**src/rtl/tt_um_ternary_weight_loader_if.sv**
```systemverilog
// Weight-bus interface between the weight loader and its producer/consumer.
//   master : drives load_start, data_in, data_valid, swap_ok; observes the rest
//   slave  : the loader itself; drives data_ready, W_out, w_valid, load_done, code_err
// Handshake: a data beat transfers on a rising clk edge where data_valid and
// data_ready are both 1; data_ready never depends on data_valid.
interface tt_um_ternary_weight_loader_if #(
    parameter int BitWidth = 8,
    parameter int WBits    = 256
);
    logic                load_start;
    logic [BitWidth-1:0] data_in;
    logic                data_valid;
    logic                data_ready;
    logic                swap_ok;
    logic [WBits-1:0]    W_out;
    logic                w_valid;
    logic                load_done;
    logic                code_err;

    modport master (
        output load_start, data_in, data_valid, swap_ok,
        input  data_ready, W_out, w_valid, load_done, code_err
    );

    modport slave (
        input  load_start, data_in, data_valid, swap_ok,
        output data_ready, W_out, w_valid, load_done, code_err
    );
endinterface

```
**src/rtl/tt_um_ternary_weight_loader.sv**
```systemverilog
// Ternary weight loader: receives the weight image one byte per handshake,
// replaces illegal 2'b10 codes with 2'b00 (flagging code_err), builds the image
// in a shadow register and copies it to W_out in one cycle once the multiplier
// reports a safe boundary (swap_ok).
// Ports:
//   clk, rst_n  clock, asynchronous active-low reset
//   bus         slave side of tt_um_ternary_weight_loader_if
//               (load_start, data_in, data_valid, data_ready, swap_ok,
//                W_out, w_valid, load_done, code_err)
//   state_dbg   current FSM state (0 IDLE, 1 LOAD, 2 COMMIT)
module tt_um_ternary_weight_loader #(
    parameter int InLen    = 16,
    parameter int OutLen   = 8,
    parameter int BitWidth = 8
) (
    input  logic                               clk,
    input  logic                               rst_n,
    tt_um_ternary_weight_loader_if.slave       bus,
    output logic [1:0]                         state_dbg
);
    localparam int WBits  = 2 * InLen * OutLen;
    localparam int NBytes = WBits / BitWidth;
    localparam int CntW   = (NBytes > 1) ? $clog2(NBytes) : 1;
    localparam logic [CntW-1:0] LastCnt = CntW'(NBytes - 1);

    typedef enum logic [1:0] {
        IDLE   = 2'd0,
        LOAD   = 2'd1,
        COMMIT = 2'd2
    } state_t;

    state_t              state_q, state_d;
    logic [CntW-1:0]     cnt_q;
    logic [WBits-1:0]    shadow_q;
    logic [WBits-1:0]    w_out_q;
    logic                w_valid_q;
    logic                code_err_q;
    logic [BitWidth-1:0] clean_byte;
    logic                byte_err;
    logic                beat;
    logic                last_beat;
    logic                commit;

    // load_start outranks any data beat arriving in the same cycle.
    assign beat      = (state_q == LOAD) && bus.data_valid && !bus.load_start;
    assign last_beat = beat && (cnt_q == LastCnt);

    // Sanitise every 2-bit field of the incoming byte.
    always_comb begin
        clean_byte = bus.data_in;
        byte_err   = 1'b0;
        for (int i = 0; i < BitWidth / 2; i++) begin
            if (bus.data_in[2*i +: 2] == 2'b10) begin
                clean_byte[2*i +: 2] = 2'b00;
                byte_err             = 1'b1;
            end
        end
    end

    always_comb begin
        state_d = state_q;
        commit  = 1'b0;
        case (state_q)
            IDLE: begin
                if (bus.load_start) state_d = LOAD;
            end
            LOAD: begin
                if (bus.load_start) state_d = LOAD;
                else if (last_beat) state_d = COMMIT;
            end
            COMMIT: begin
                if (bus.load_start) begin
                    state_d = LOAD;
                end else if (bus.swap_ok) begin
                    commit  = 1'b1;
                    state_d = IDLE;
                end
            end
            default: state_d = IDLE;
        endcase
    end

    always_ff @(posedge clk or negedge rst_n) begin
        if (!rst_n) begin
            state_q    <= IDLE;
            cnt_q      <= '0;
            shadow_q   <= '0;
            w_out_q    <= '0;
            w_valid_q  <= 1'b0;
            code_err_q <= 1'b0;
        end else begin
            state_q <= state_d;
            if (bus.load_start) begin
                cnt_q      <= '0;
                code_err_q <= 1'b0;
            end else if (beat) begin
                shadow_q[int'(cnt_q) * BitWidth +: BitWidth] <= clean_byte;
                // Counter parks on the last index; entering LOAD clears it.
                if (!last_beat) cnt_q <= cnt_q + 1'b1;
                if (byte_err) code_err_q <= 1'b1;
            end
            if (commit) begin
                w_out_q   <= shadow_q;
                w_valid_q <= 1'b1;
            end
        end
    end

    assign bus.data_ready = (state_q == LOAD);
    assign bus.load_done  = commit;
    assign bus.W_out      = w_out_q;
    assign bus.w_valid    = w_valid_q;
    assign bus.code_err   = code_err_q;
    assign state_dbg      = state_q;
endmodule

```
**src/flat_wrapper.sv**
```systemverilog
// flat-port wrapper written by rule: the top's interface ports become plain ports
module tt_um_ternary_weight_loader_flat 
#(
    parameter int InLen    = 16,
    parameter int OutLen   = 8,
    parameter int BitWidth = 8
)
  (clk, rst_n, state_dbg, bus_load_start, bus_data_in, bus_data_valid, bus_swap_ok, bus_data_ready, bus_W_out, bus_w_valid, bus_load_done, bus_code_err);
  tt_um_ternary_weight_loader_if #(.BitWidth(BitWidth), .WBits((256))) bus_i ();
  input  logic clk;
  input  logic rst_n;
  output logic [1:0] state_dbg;
  input wire logic [$bits(bus_i.load_start)-1:0] bus_load_start;
  input wire logic [$bits(bus_i.data_in)-1:0] bus_data_in;
  input wire logic [$bits(bus_i.data_valid)-1:0] bus_data_valid;
  input wire logic [$bits(bus_i.swap_ok)-1:0] bus_swap_ok;
  output wire logic [$bits(bus_i.data_ready)-1:0] bus_data_ready;
  output wire logic [$bits(bus_i.W_out)-1:0] bus_W_out;
  output wire logic [$bits(bus_i.w_valid)-1:0] bus_w_valid;
  output wire logic [$bits(bus_i.load_done)-1:0] bus_load_done;
  output wire logic [$bits(bus_i.code_err)-1:0] bus_code_err;
  assign bus_i.load_start = bus_load_start;
  assign bus_i.data_in = bus_data_in;
  assign bus_i.data_valid = bus_data_valid;
  assign bus_i.swap_ok = bus_swap_ok;
  assign bus_data_ready = bus_i.data_ready;
  assign bus_W_out = bus_i.W_out;
  assign bus_w_valid = bus_i.w_valid;
  assign bus_load_done = bus_i.load_done;
  assign bus_code_err = bus_i.code_err;
  tt_um_ternary_weight_loader #(.InLen(InLen), .OutLen(OutLen), .BitWidth(BitWidth)) u_core (.clk(clk), .rst_n(rst_n), .bus(bus_i), .state_dbg(state_dbg));
endmodule
```
**config.mk**
```make
export PLATFORM = sky130hd
export DESIGN_NAME = tt_um_ternary_weight_loader_flat
export DESIGN_NICKNAME = d
export VERILOG_FILES = /design/src/rtl/tt_um_ternary_weight_loader_if.sv /design/src/rtl/tt_um_ternary_weight_loader.sv /design/src/flat_wrapper.sv
export SDC_FILE = /design/constraint.sdc
export NUM_CORES = 1
export LEC_CHECK = 0
export BUFFER_PORTS_ARGS = -buffer_cell sky130_fd_sc_hd__buf_2
export CAP_MARGIN = 20
export CORE_MARGIN = 2
export CORE_UTILIZATION = 25
export DETAILED_ROUTE_END_ITERATION = 10
export GPL_TIMING_DRIVEN = 0
export PLACE_DENSITY = 0.41
export SLEW_MARGIN = 25
export SYNTH_ARGS = -nofsm -noshare
export SYNTH_HDL_FRONTEND = slang
export SYNTH_SLANG_ARGS = --single-unit
```
**constraint.sdc**
```tcl
create_clock -name clk -period 3.6 [get_ports clk]
set_input_delay 0.54 -clock clk [delete_from_list [all_inputs] [get_ports clk]]
set_output_delay 0.54 -clock clk [all_outputs]
set_load 0.01 [all_outputs]
```
* After elaboration in Yosys (flattened, before gate mapping)
Cells that the tools add are included.
Word-level totals: register bits after elaboration 521, input bits 13, output and inout port bits 262, word-level logic and storage cells 57
Operators by class: add/subtract/negate cells 2, eq/ne operators 11, shift-type cells 2, multiplexer cells 24, bitwise logic cells 1, reduce and logical (&&, ||, !) cells 11
Operators by type and width (number):
- 256-bit bitwise mux | 1
- 8-bit by 33-bit variable shift with 256-bit output (first input constant) | 1
- 8-bit by 33-bit variable part select with 256-bit output | 1
- 8-bit negation with 33-bit output | 1
- 2-bit two-way mux | 9
- 5-bit two-way mux | 3
- 2-bit equality test (second input constant) | 5
- 1-bit two-way mux | 10
- 2-bit case mux with 3 select lines | 1
- 2-bit AND reduction | 3
- 5-bit by 1-bit adder with 5-bit output (second input constant) | 1
- 5-bit equality test (second input constant) | 1
- 2-bit inequality test (second input constant) | 2
- 2-bit nonzero test | 2
- 1-bit logical AND | 3
- 3-bit by 2-bit inequality test with 1-bit output (second input constant) | 1
- 3-bit inequality test (second input constant) | 1
- 3-bit AND reduction | 1
- 2-bit by 1-bit equality test with 1-bit output (second input constant) | 1
- 2-bit logical NOT | 1
- 1-bit logical NOT | 1
- 1-bit inverter | 1

* Logic depth before layout (Yosys ltp)
Gate-level depths: netlist (run 1).
depth in word-level cells 8, mapped depth 12, mapped depth without buffers 8

* Least setup slack after synthesis (run 1)
No wires, ideal clock.
kind register -> register, start reg u_core.cnt_q[1], end reg u_core.shadow_q[72], library setup time 0.125 ns, arrival time 2.885 ns, data required time 3.475 ns, setup slack 0.590 ns, stages on the path, launching flop included 12, path buffers 3, clock period less this slack 3.010 ns, cell sequence dfrtp_1 clkbuf_1 inv_1 ha_1 buf_2 nor3b_1 ha_1 nand3_1 or4b_1 clkbuf_1 a21oi_2 mux2_2
On the way: longest elaborated chain between the ends 3, elaborated cells between the ends (all ways) 4, classes of those cells 1 x add/sub; 2 x shift; 1 x mux
RTL lines:
- start: declaration | line tt_um_ternary_weight_loader.sv:33 | logic [CntW-1:0] cnt_q;
- start signal: assignment | line tt_um_ternary_weight_loader.sv:99 | if (!last_beat) cnt_q <= cnt_q + 1'b1;
- 8-bit negation with 33-bit output (*) | line tt_um_ternary_weight_loader.sv:97 | shadow_q[int'(cnt_q) * BitWidth +: BitWidth] <= clean_byte;
- 8-bit by 33-bit variable part select with 256-bit output / 8-bit by 33-bit variable shift with 256-bit output (equally long branches) | line tt_um_ternary_weight_loader.sv:97
- 256-bit bitwise mux (*) | line tt_um_ternary_weight_loader.sv:97
- end signal: indexed assignment | line tt_um_ternary_weight_loader.sv:97
- end: declaration | line tt_um_ternary_weight_loader.sv:34 | logic [WBits-1:0] shadow_q;
Mark *: on every way between the ends. The rest lies on a longest branch, timed or not. A chain may end at the register's enable or synchronous reset.

* Final worst setup path (run 1)
start reg u_core.cnt_q[0], end reg u_core.shadow_q[77]
Same word-level chain as after synthesis.

==> out/metrics.cfg, run 1 <==
[final_layout]
multi_input_area_sq_um=7220
area_growth_pct=25.6
layout-drive-gt1-share=0.481
seqCellArea_sq_um=13000
final_cell_area_sq_um=25900
nets=1812
stdcell_count=2919
nFillCells=8268
fin_util=0.316

[clock_tree]
clk_latency_ns=0.63
cts.clk_slew.worst_paths_ns=0.07
htree_levels=2
root_buffer=clkbuf_16
cts.sinks=521
clockBufferDepth=3
cts_tree=built
numCtsBuffers=61

[sta]
hold_ws_ns=0.244
finalClockSkew_ns=0.0190
relSlewSlack=0.319
rsz0062_at_grt=no
setup_ws_ns=0.194
fmax_mhz=294
tns_ns=0
finalHoldViolations=0
min_period_ns=3.41
worst_slew_pin_slew_ns=1.02
min_period_over_period=0.946
setup_viol=0
finalMaxSlewViolations=0

[logic_synthesis]
async_reset_ff_frac=1.00
synth_area_leaders=dfrtp_1 63%, mux2_2 24%, o21ai_0 2.5%, clkbuf_1 1.5%, o31ai_1 1.2%
synth_top_cell_by_area=dfrtp_1
synth_most_common_cell=dfrtp_1
syn_area_sq_um=20600
synth_top_area_frac=0.633
synth_flop_cell=dfrtp_1
synthCells=1449
synth_edf_count=0
synth.distinct_cells=48
ys_seq_elements=521
synthTopCellsByCount=521 x dfrtp_1, 445 x mux2_2, 101 x o21ai_0
synth.net_count=1466
syn_area_per_cell_sq_um=14.2
synth_warnings=0
synth-seq-area-share=0.633

[global_route]
antenna_found_initial=1
grt_max_degree=94
grt_pass1_wl_microns=95600
grt_pass1_vias=13974
grt_overflow=0
grt_use_total=0.152

[power]
p_per_area_nw_per_um2=506
netSwitchingFraction=0.239
p_leak_nw=13.1
finalPower_mw=13.1
p_int_mw=9.96
ir_drop_mv=0.366
clockPowerShare=0.498
combPwrFrac=0.050
switchingPower_mw=3.13
p_seq_frac=0.453

[place]
gp_congestion=0.796
dpl.cell_count=2799
port_buffers=272
dp_hpwl_microns=46400
pre_cts_ws_ns=-0.712
placed_area_sq_um=23500

[drt]
drc=0
wl_per_cell_microns=22.2
ant_nets=0
routed_via_density=4.48
drt-initial-drc-count=569
num_vias=13076
dr.pass1.iters=4
totalWireLength_microns=64800

[floorplanning]
die_w_microns=291
initial_core_util=0.252
num_rows=105
dieArea_sq_um=84700
pin_count=275
fp.dieH_microns=291
core_sq_um=81800

[setup_path]
crit_fanout=10
critPathSlowestCell=or4b_1
critPathLaunchType=register
cp_slowest_stage_delay_ns=0.52
timing.critical_path.mode_cell=ha_1
crit_required_ns=4.11
cp.arrival_ns=3.92
path_class=register to register
crit_chain=inv_1, ha_1, buf_2, nor3b_1, ha_1, nand3_1, or4b_1, clkbuf_1, a21oi_4, mux2_2
worst_setup_path_end_kind=register

[run_status]
status=finished, final reports clean

[worst_hold_path]
hold_class=input port to register

[run]
max-cap-violations=0

## power groups by stage
stage	logic [mW]	registers [mW]	clock network [mW]
finish	0.649	5.93	6.52
global route	0.722	5.93	7.00
CTS	0.669	5.93	6.76
detailed placement	0.657	6.04	0
global placement	0.612	6.04	0
floorplan	0.263	6.02	0
## logic make-up (layout without fill, tap and decap cells)
kind of cell | after synthesis | after routing | share of synthesized area
AOI/OAI and AO/OA | 153 | 153 | 0.0430
xor gates and xnor gates | 5 | 5 | 0.00249
adders and majority gates | 4 | 4 | 0.00243
buffers and inverters | 105 | 503 | 0.0197
DFF | 521 | 521 | 0.633
muxes | 446 | 446 | 0.244
other | 0 | 2 | 0
and+or+nand+nor | 215 | 215 | 0.0551
## layout by cell type, fill, tap and decap left out, drive strengths merged, types with 16 or more instances in the layout
cell type | Yosys | final
buf | 21 | 304
o31ai | 32 | 32
mux2 | 446 | 446
dfrtp | 521 | 521
nor2 | 65 | 65
nand2 | 38 | 38
nand3 | 23 | 23
o21ai | 102 | 102
clkinv | 0 | 16
clkbuf | 80 | 163
nor3 | 34 | 34
## per-layer routing
| metal | global-route usage | wire, microns | vias up |
|---|---|---|---|
| met2 | 0.253 | 31000 | 298 |
| li1 | - | - | 5862 |
| met3 | 0.0401 | 3750 | 81 |
| met4 | 0.0350 | 1200 | 0 |
| met5 | 0 | 0 | - |
| met1 | 0.199 | 28800 | 6835 |
## worst paths after layout
path	startpoint	end	slack, ns	cells after the start
setup / recovery	u_core.cnt_q[0]	u_core.shadow_q[77]	0.19	10
hold / removal	bus_data_in[7]	u_core.shadow_q[7]	0.24	3
setup reg to reg	u_core.cnt_q[0]	u_core.shadow_q[77]	0.19	10
hold reg to reg	u_core.bus.w_valid	u_core.bus.w_valid	0.46	1
max in group asynchronous	rst_n	u_core.shadow_q[163]	1.98	4
min in group asynchronous	rst_n	u_core.bus.W_out[209]	0.44	2
## worst max-delay path, delay by kind of cell (launching register included)
family / cells / cell delay [ns]
flops: 1 / 0.51
mux: 1 / 0.39
buf+inv: 3 / 0.54
simple gates: 3 / 0.78
fa+ha+maj: 2 / 0.69
compound gates: 1 / 0.38
## state kept, by name, indices dropped and copies added (netlist names)
signal and flops:
u_core.cnt_q 5, u_core.bus.w_valid 1, u_core.bus.W_out 256, u_core.state_dbg 2, u_core.shadow_q 256, u_core.bus.code_err 1
## repair_timing
item	4_1_cts	5_1_grt
setup endpoints to repair	141	191
hold buffers	1	0
pin swaps	3	2
setup buffers	3	1
hold endpoints to repair	42	0
gates resized for setup	14	6
## area by class of cell
cell class	instances	share of cell area
Clock inverter	30	0.0135
Inverter	4	0.000581
Antenna cell	2	0.000194
Tap cell	1070	0.0518
Sequential cell	521	0.504
Timing Repair Buffer	285	0.0650
Clock buffer	85	0.0699
Multi-Input combinational cell	823	0.279
Buffer	99	0.0158
(Power assumes the default switching activity.)
==> run 2, diff against run 1 <==
Settings changed: CORE_ASPECT_RATIO set to 0.6.
==> run 2 against run 1 <==
Fmax is 0.78% higher. First-iteration DRC count is 29% higher. Routed wire length is 0.64% higher. Clock power is 9.0% lower. Global-route usage is 0.20 points higher. Clock-buffer cell count stayed put. Combinational power hardly changed. Power is 4.4% lower. Clock skew is 0.0023 ns lower. Largest cell class unchanged.
==> out/metrics.cfg, run 2 (synthesis gave the netlist of run 1 again) <==
[place]
placed_area_sq_um=23500  ; about the same
dpl.cell_count=2807  ; +0.29%
port_buffers=272  ; unchanged
pre_cts_ws_ns=-0.628  ; +0.0848 ns
dp_hpwl_microns=46800  ; +0.83%
gp_congestion=0.767  ; -3.6%

[floorplanning]
die_w_microns=374  ; +29%
core_sq_um=81500  ; -0.44%
dieArea_sq_um=84700  ; about the same
num_rows=81  ; -23%
pin_count=275  ; unchanged
fp.dieH_microns=226  ; -22%
initial_core_util=0.253  ; +0.00112

[setup_path]
critPathLaunchType=register
rrSetupSlack_ns=0.22  ; +0.03 ns
reg2reg_to=u_core.shadow_q[109]
crit_required_ns=4.09  ; -0.02 ns
crit_fanout=10  ; unchanged
rr_startpoint=u_core.cnt_q[1]
rr_worst_depth=10  ; unchanged
cp.arrival_ns=3.87  ; -0.05 ns
path_class=register to register
worst_setup_path_end_kind=register

[global_route]
grt_overflow=0  ; unchanged
grt_pass1_vias=13894  ; -0.57%
antenna_found_initial=5  ; +4
grt_use_total=0.154  ; +0.00202
grt_pass1_wl_microns=95900  ; +0.36%
grt_max_degree=93  ; -1.1%

[worst_hold_path]
hold_depth=2  ; -1
hold_class=input port to register
min_to=u_core.cnt_q[0]
hp-start=bus_load_start

[run]
max-cap-violations=0  ; unchanged

[drt]
wl_per_cell_microns=22.4  ; +0.89%
drt-initial-drc-count=733  ; +29%
drc=0  ; unchanged
totalWireLength_microns=65200  ; +0.64%
ant_nets=0  ; unchanged
dr.pass1.iters=5  ; +1
routed_via_density=4.50  ; +0.49%
num_vias=13109  ; +0.25%

[sta]
relSlewSlack=0.386  ; +0.0665
finalMaxSlewViolations=0  ; unchanged
finalHoldViolations=0  ; unchanged
min_period_over_period=0.939  ; -0.00733
finalClockSkew_ns=0.0167  ; -0.00231 ns
setup_viol=0  ; unchanged
fmax_mhz=296  ; +0.78%
setup_ws_ns=0.221  ; +0.0264 ns
worst_slew_pin_slew_ns=0.921  ; -0.0998 ns
rsz0062_at_grt=no
min_period_ns=3.38  ; -0.0264 ns

[clock_tree]
clk_latency_ns=0.62  ; about the same
htree_levels=2  ; unchanged
cts.clk_slew.worst_paths_ns=0.06  ; about the same
cts.sinks=521  ; unchanged
cts_tree=built
numCtsBuffers=56  ; -8.2%
clockBufferDepth=3  ; unchanged
root_buffer=clkbuf_16

[final_layout]
final_cell_area_sq_um=25600  ; -1.2%
nFillCells=8274  ; +0.073%
multi_input_area_sq_um=7220  ; about the same
nets=1806  ; -0.33%
area_growth_pct=24.2
stdcell_count=2912  ; -0.24%
layout-drive-gt1-share=0.474  ; -0.00752
final_common_cell=dfrtp_1
seqCellArea_sq_um=13000  ; unchanged
mostFrequentLayoutCells=521 x dfrtp_1, 445 x mux2_2, 280 x buf_2, 101 x o21ai_0, 78 x clkbuf_1

[power]
ir_drop_mv=0.338  ; -7.7%
p_per_area_nw_per_um2=490  ; -3.3%
finalPower_mw=12.5  ; -4.4%
p_leak_nw=13.0  ; -1.2%

[run_status]
status=finished, final reports clean

==> run 2: repair_timing <==
item	in CTS	in global routing
setup endpoints to repair	136	166
pin swaps	3	0
gates cloned	0	0
endpoints found under the hold margin	79	0
buffers inserted	3	1
hold buffers	1	0
gates resized for setup	12	6
==> run 2: routing by layer <==
layer | track usage | wire, microns | vias to the layer above
li1 | - | - | 5836
met1 | 0.221 | 31400 | 6905
met2 | 0.234 | 28800 | 288
met3 | 0.0366 | 3790 | 80
met4 | 0.0386 | 1330 | 0
met5 | 0 | 0 | -
==> run 2: critical path, cell delays in order, from the launching register on <==
cell and delay (ns):
dfrtp_1 0.53, inv_1 0.10, ha_1 0.22, buf_2 0.19
nor3b_1 0.16, ha_1 0.44, nand3_1 0.10, or4b_1 0.50
clkbuf_1 0.22, o21bai_2 0.42, mux2_2 0.36
==> run 2: final cells by class <==
| type | instances | area share |
|---|---|---|
| diodes | 1 | 0.0000979 |
| plain buffers | 99 | 0.0158 |
| clock buffers | 85 | 0.0670 |
| clock inverters | 16 | 0.00685 |
| inverters | 4 | 0.000587 |
| multi-input cells | 823 | 0.282 |
| flip-flops and latches | 521 | 0.510 |
| well taps | 1079 | 0.0528 |
| repair buffers | 284 | 0.0644 |
==> run 2: worst max path at each step <==
stage | startpoint | endpoint | slack (ns) | cells after the start
floorplan | u_core.cnt_q[1] | u_core.shadow_q[72] | 0.59 | 11
global placement | rst_n | u_core.bus.W_out[233] | -8.92 | 1
detailed placement | u_core.cnt_q[1] | u_core.shadow_q[132] | -0.63 | 11
CTS | u_core.cnt_q[1] | u_core.shadow_q[11] | -0.05 | 11
global route | u_core.cnt_q[0] | u_core.shadow_q[230] | 0.01 | 10
finish | u_core.cnt_q[1] | u_core.shadow_q[109] | 0.22 | 10
==> run 2: power breakdown <==
group	switching [mW]	internal, mW
registers	0.0344	5.90
logic	0.524	0.127
clock network	2.45	3.48
total	3.01	9.51
==> run 2: metrics by stage <==
step / util / setup TNS (ns) / hold WS, ns
2_1_floorplan: - / 0 / 0.244
3_3_place_gp: 0.286 / -4615.91 / 0.446
3_5_place_dp: 0.289 / -19.59 / 0.447
4_1_cts: 0.313 / -0.570 / 0.176
5_1_grt: 0.314 / 0 / 0.208
6_report: 0.314 / 0 / 0.228
==> run 3, diff against run 2 <==
Settings changed: CORE_ASPECT_RATIO 0.6 to 0.8.
==> run 3 against run 2 <==
Flip-flop and latch count is the same. Utilization rose by 0.070 points. Final cell count rose by 1.1%. Fmax shrank 0.21%. Global-route usage down 0.11 points. Die area about the same. Clock power rose by 4.6%. Non-clock buffer count grew 2. Worst hold slack lost 0.036 ns. Power is 2.0% higher.
==> out/metrics.cfg, run 3 (synthesis gave the netlist of run 1 again) <==
[final_layout]
nFillCells=8276  ; +0.024%
layout-drive-gt1-share=0.474  ; about the same
nets=1810  ; +0.22%
area_growth_pct=25.0
final_cell_area_sq_um=25700  ; +0.69%
fin_util=0.314  ; +0.000701
final_common_cell=dfrtp_1
mostFrequentLayoutCells=521 x dfrtp_1, 445 x mux2_2, 283 x buf_2, 101 x o21ai_0, 80 x clkbuf_1
stdcell_count=2944  ; +1.1%

[drt]
drt-initial-drc-count=617  ; -16%
dr.pass1.iters=5  ; unchanged
totalWireLength_microns=65000  ; -0.31%
wl_per_cell_microns=22.1  ; -1.4%
ant_nets=0  ; unchanged
drc=0  ; unchanged
num_vias=12938  ; -1.3%
routed_via_density=4.39  ; -2.4%

[global_route]
grt_max_degree=92  ; -1.1%
grt_use_met3=0.0433  ; +0.00677
grt_overflow=0  ; unchanged
antenna_found_initial=7  ; +2
grt_use_total=0.153  ; -0.00107
grt_pass1_wl_microns=96200  ; +0.35%
grt.busiest_layer=met2
grt_pass1_vias=13977  ; +0.60%
grtUsageMet1=0.209  ; -0.0122
use_met2=0.241  ; +0.00639

[setup_path]
worst_setup_path_end_kind=register
critPathLaunchType=register
crit_fanout=10  ; unchanged
timing.critical_path.mode_cell=ha_1
crit_required_ns=4.12  ; +0.03 ns
cp.arrival_ns=3.90  ; +0.03 ns
critPathSlowestCell=or3_1
cp_slowest_stage_delay_ns=0.52  ; about the same
path_class=register to register
crit_chain=inv_1, ha_1, buf_2, nor3b_1, ha_1, nor2_1, nand3_1, or3_1, clkbuf_1, mux2_2

[sta]
hold_ws_ns=0.192  ; -0.0357 ns
finalClockSkew_ns=0.0227  ; +0.00604 ns
tns_ns=0  ; unchanged
worst_slew_pin_slew_ns=0.918  ; -0.00312 ns
relSlewSlack=0.388  ; +0.00208
finalHoldViolations=0  ; unchanged
min_period_ns=3.39  ; +0.00709 ns
fmax_mhz=295  ; -0.21%
setup_ws_ns=0.214  ; -0.00709 ns
rsz0062_at_grt=no
setup_viol=0  ; unchanged
finalMaxSlewViolations=0  ; unchanged
min_period_over_period=0.941  ; +0.00197

[clock_tree]
cts.clk_slew.worst_paths_ns=0.06  ; about the same
cts_tree=built
root_buffer=clkbuf_16
htree_levels=2  ; unchanged
clk_latency_ns=0.64  ; +0.02 ns
numCtsBuffers=58  ; +3.6%
clockBufferDepth=3  ; unchanged
cts.sinks=521  ; unchanged

[place]
placed_area_sq_um=23600  ; +0.24%
port_buffers=272  ; unchanged
pre_cts_ws_ns=-0.497  ; +0.131 ns
dp_hpwl_microns=45800  ; -2.1%
dpl.cell_count=2833  ; +0.93%
gp_congestion=0.791  ; +3.1%

[run]
max-cap-violations=0  ; unchanged

[power]
p_leak_nw=13.0  ; +0.53%
ir_drop_mv=0.296  ; -12%
p_per_area_nw_per_um2=496  ; +1.3%
finalPower_mw=12.8  ; +2.0%

[floorplanning]
fp.dieH_microns=261  ; +15%
core_sq_um=81900  ; +0.46%
num_rows=94  ; +16%
initial_core_util=0.251  ; -0.00116
pin_count=275  ; unchanged
die_w_microns=325  ; -13%
dieArea_sq_um=84700  ; about the same

[worst_hold_path]
hold_class=input port to register

[run_status]
status=finished, final reports clean

==> run 3: cell type report <==
class                      instances  area (sq um)  share of cell area
sequential                       521         13000               0.507
clock inverter                    14           188             0.00729
antenna                            1          2.50           0.0000972
timing repair buffer             285          1670              0.0650
inverter                           4          15.0            0.000583
tap                             1104          1380              0.0537
multi-input combinational        823          7220               0.280
clock buffer                      92          1820              0.0707
buffer                           100           402              0.0156
==> run 3: path summary, 6_finish.rpt <==
| kind | startpoint | cells past startpoint | to | slack (ns) |
|---|---|---|---|---|
| max | u_core.cnt_q[1] | 10 | u_core.shadow_q[228] | 0.21 |
| min | bus_load_start | 2 | u_core.cnt_q[0] | 0.19 |
| max reg2reg | u_core.cnt_q[1] | 10 | u_core.shadow_q[228] | 0.21 |
| min reg2reg | u_core.bus.w_valid | 1 | u_core.bus.w_valid | 0.47 |
| max in group asynchronous | rst_n | 5 | u_core.shadow_q[197] | 1.46 |
| min in group asynchronous | rst_n | 2 | u_core.shadow_q[123] | 0.45 |
==> run 3: routing by layer <==
layer	up-vias	share of wire
met5	-	0.00020
met4	2	0.019
met3	85	0.071
met2	316	0.45
met1	6688	0.46
li1	5847	-
==> run 3: worst max-delay path, delay by kind of cell, from the launching register on <==
family / cells / cell delay (ns)
multiplexers: 1 / 0.37
buffers and inverters: 3 / 0.69
AND/OR/NAND/NOR: 4 / 1.19
adder cells (fa/ha/maj): 2 / 0.52
flip-flops: 1 / 0.49
==> run 3: report_power, final <==
| part | leakage (nW) | internal [mW] | total [mW] | switching [mW] |
|---|---|---|---|---|
| clock | 0.984 | 3.68 | 6.20 | 2.52 |
| sequential | 7.27 | 5.90 | 5.93 | 0.0257 |
| combinational | 4.77 | 0.130 | 0.642 | 0.513 |
| total | 13.0 | 9.71 | 12.8 | 3.06 |
==> run 3: timing repair <==
item,CTS,global route
endpoints found under the setup margin,110,196
resized for setup,14,5
hold buffers,1,0
endpoints found under the hold margin,54,0
setup buffers,3,1
pin swaps,3,0
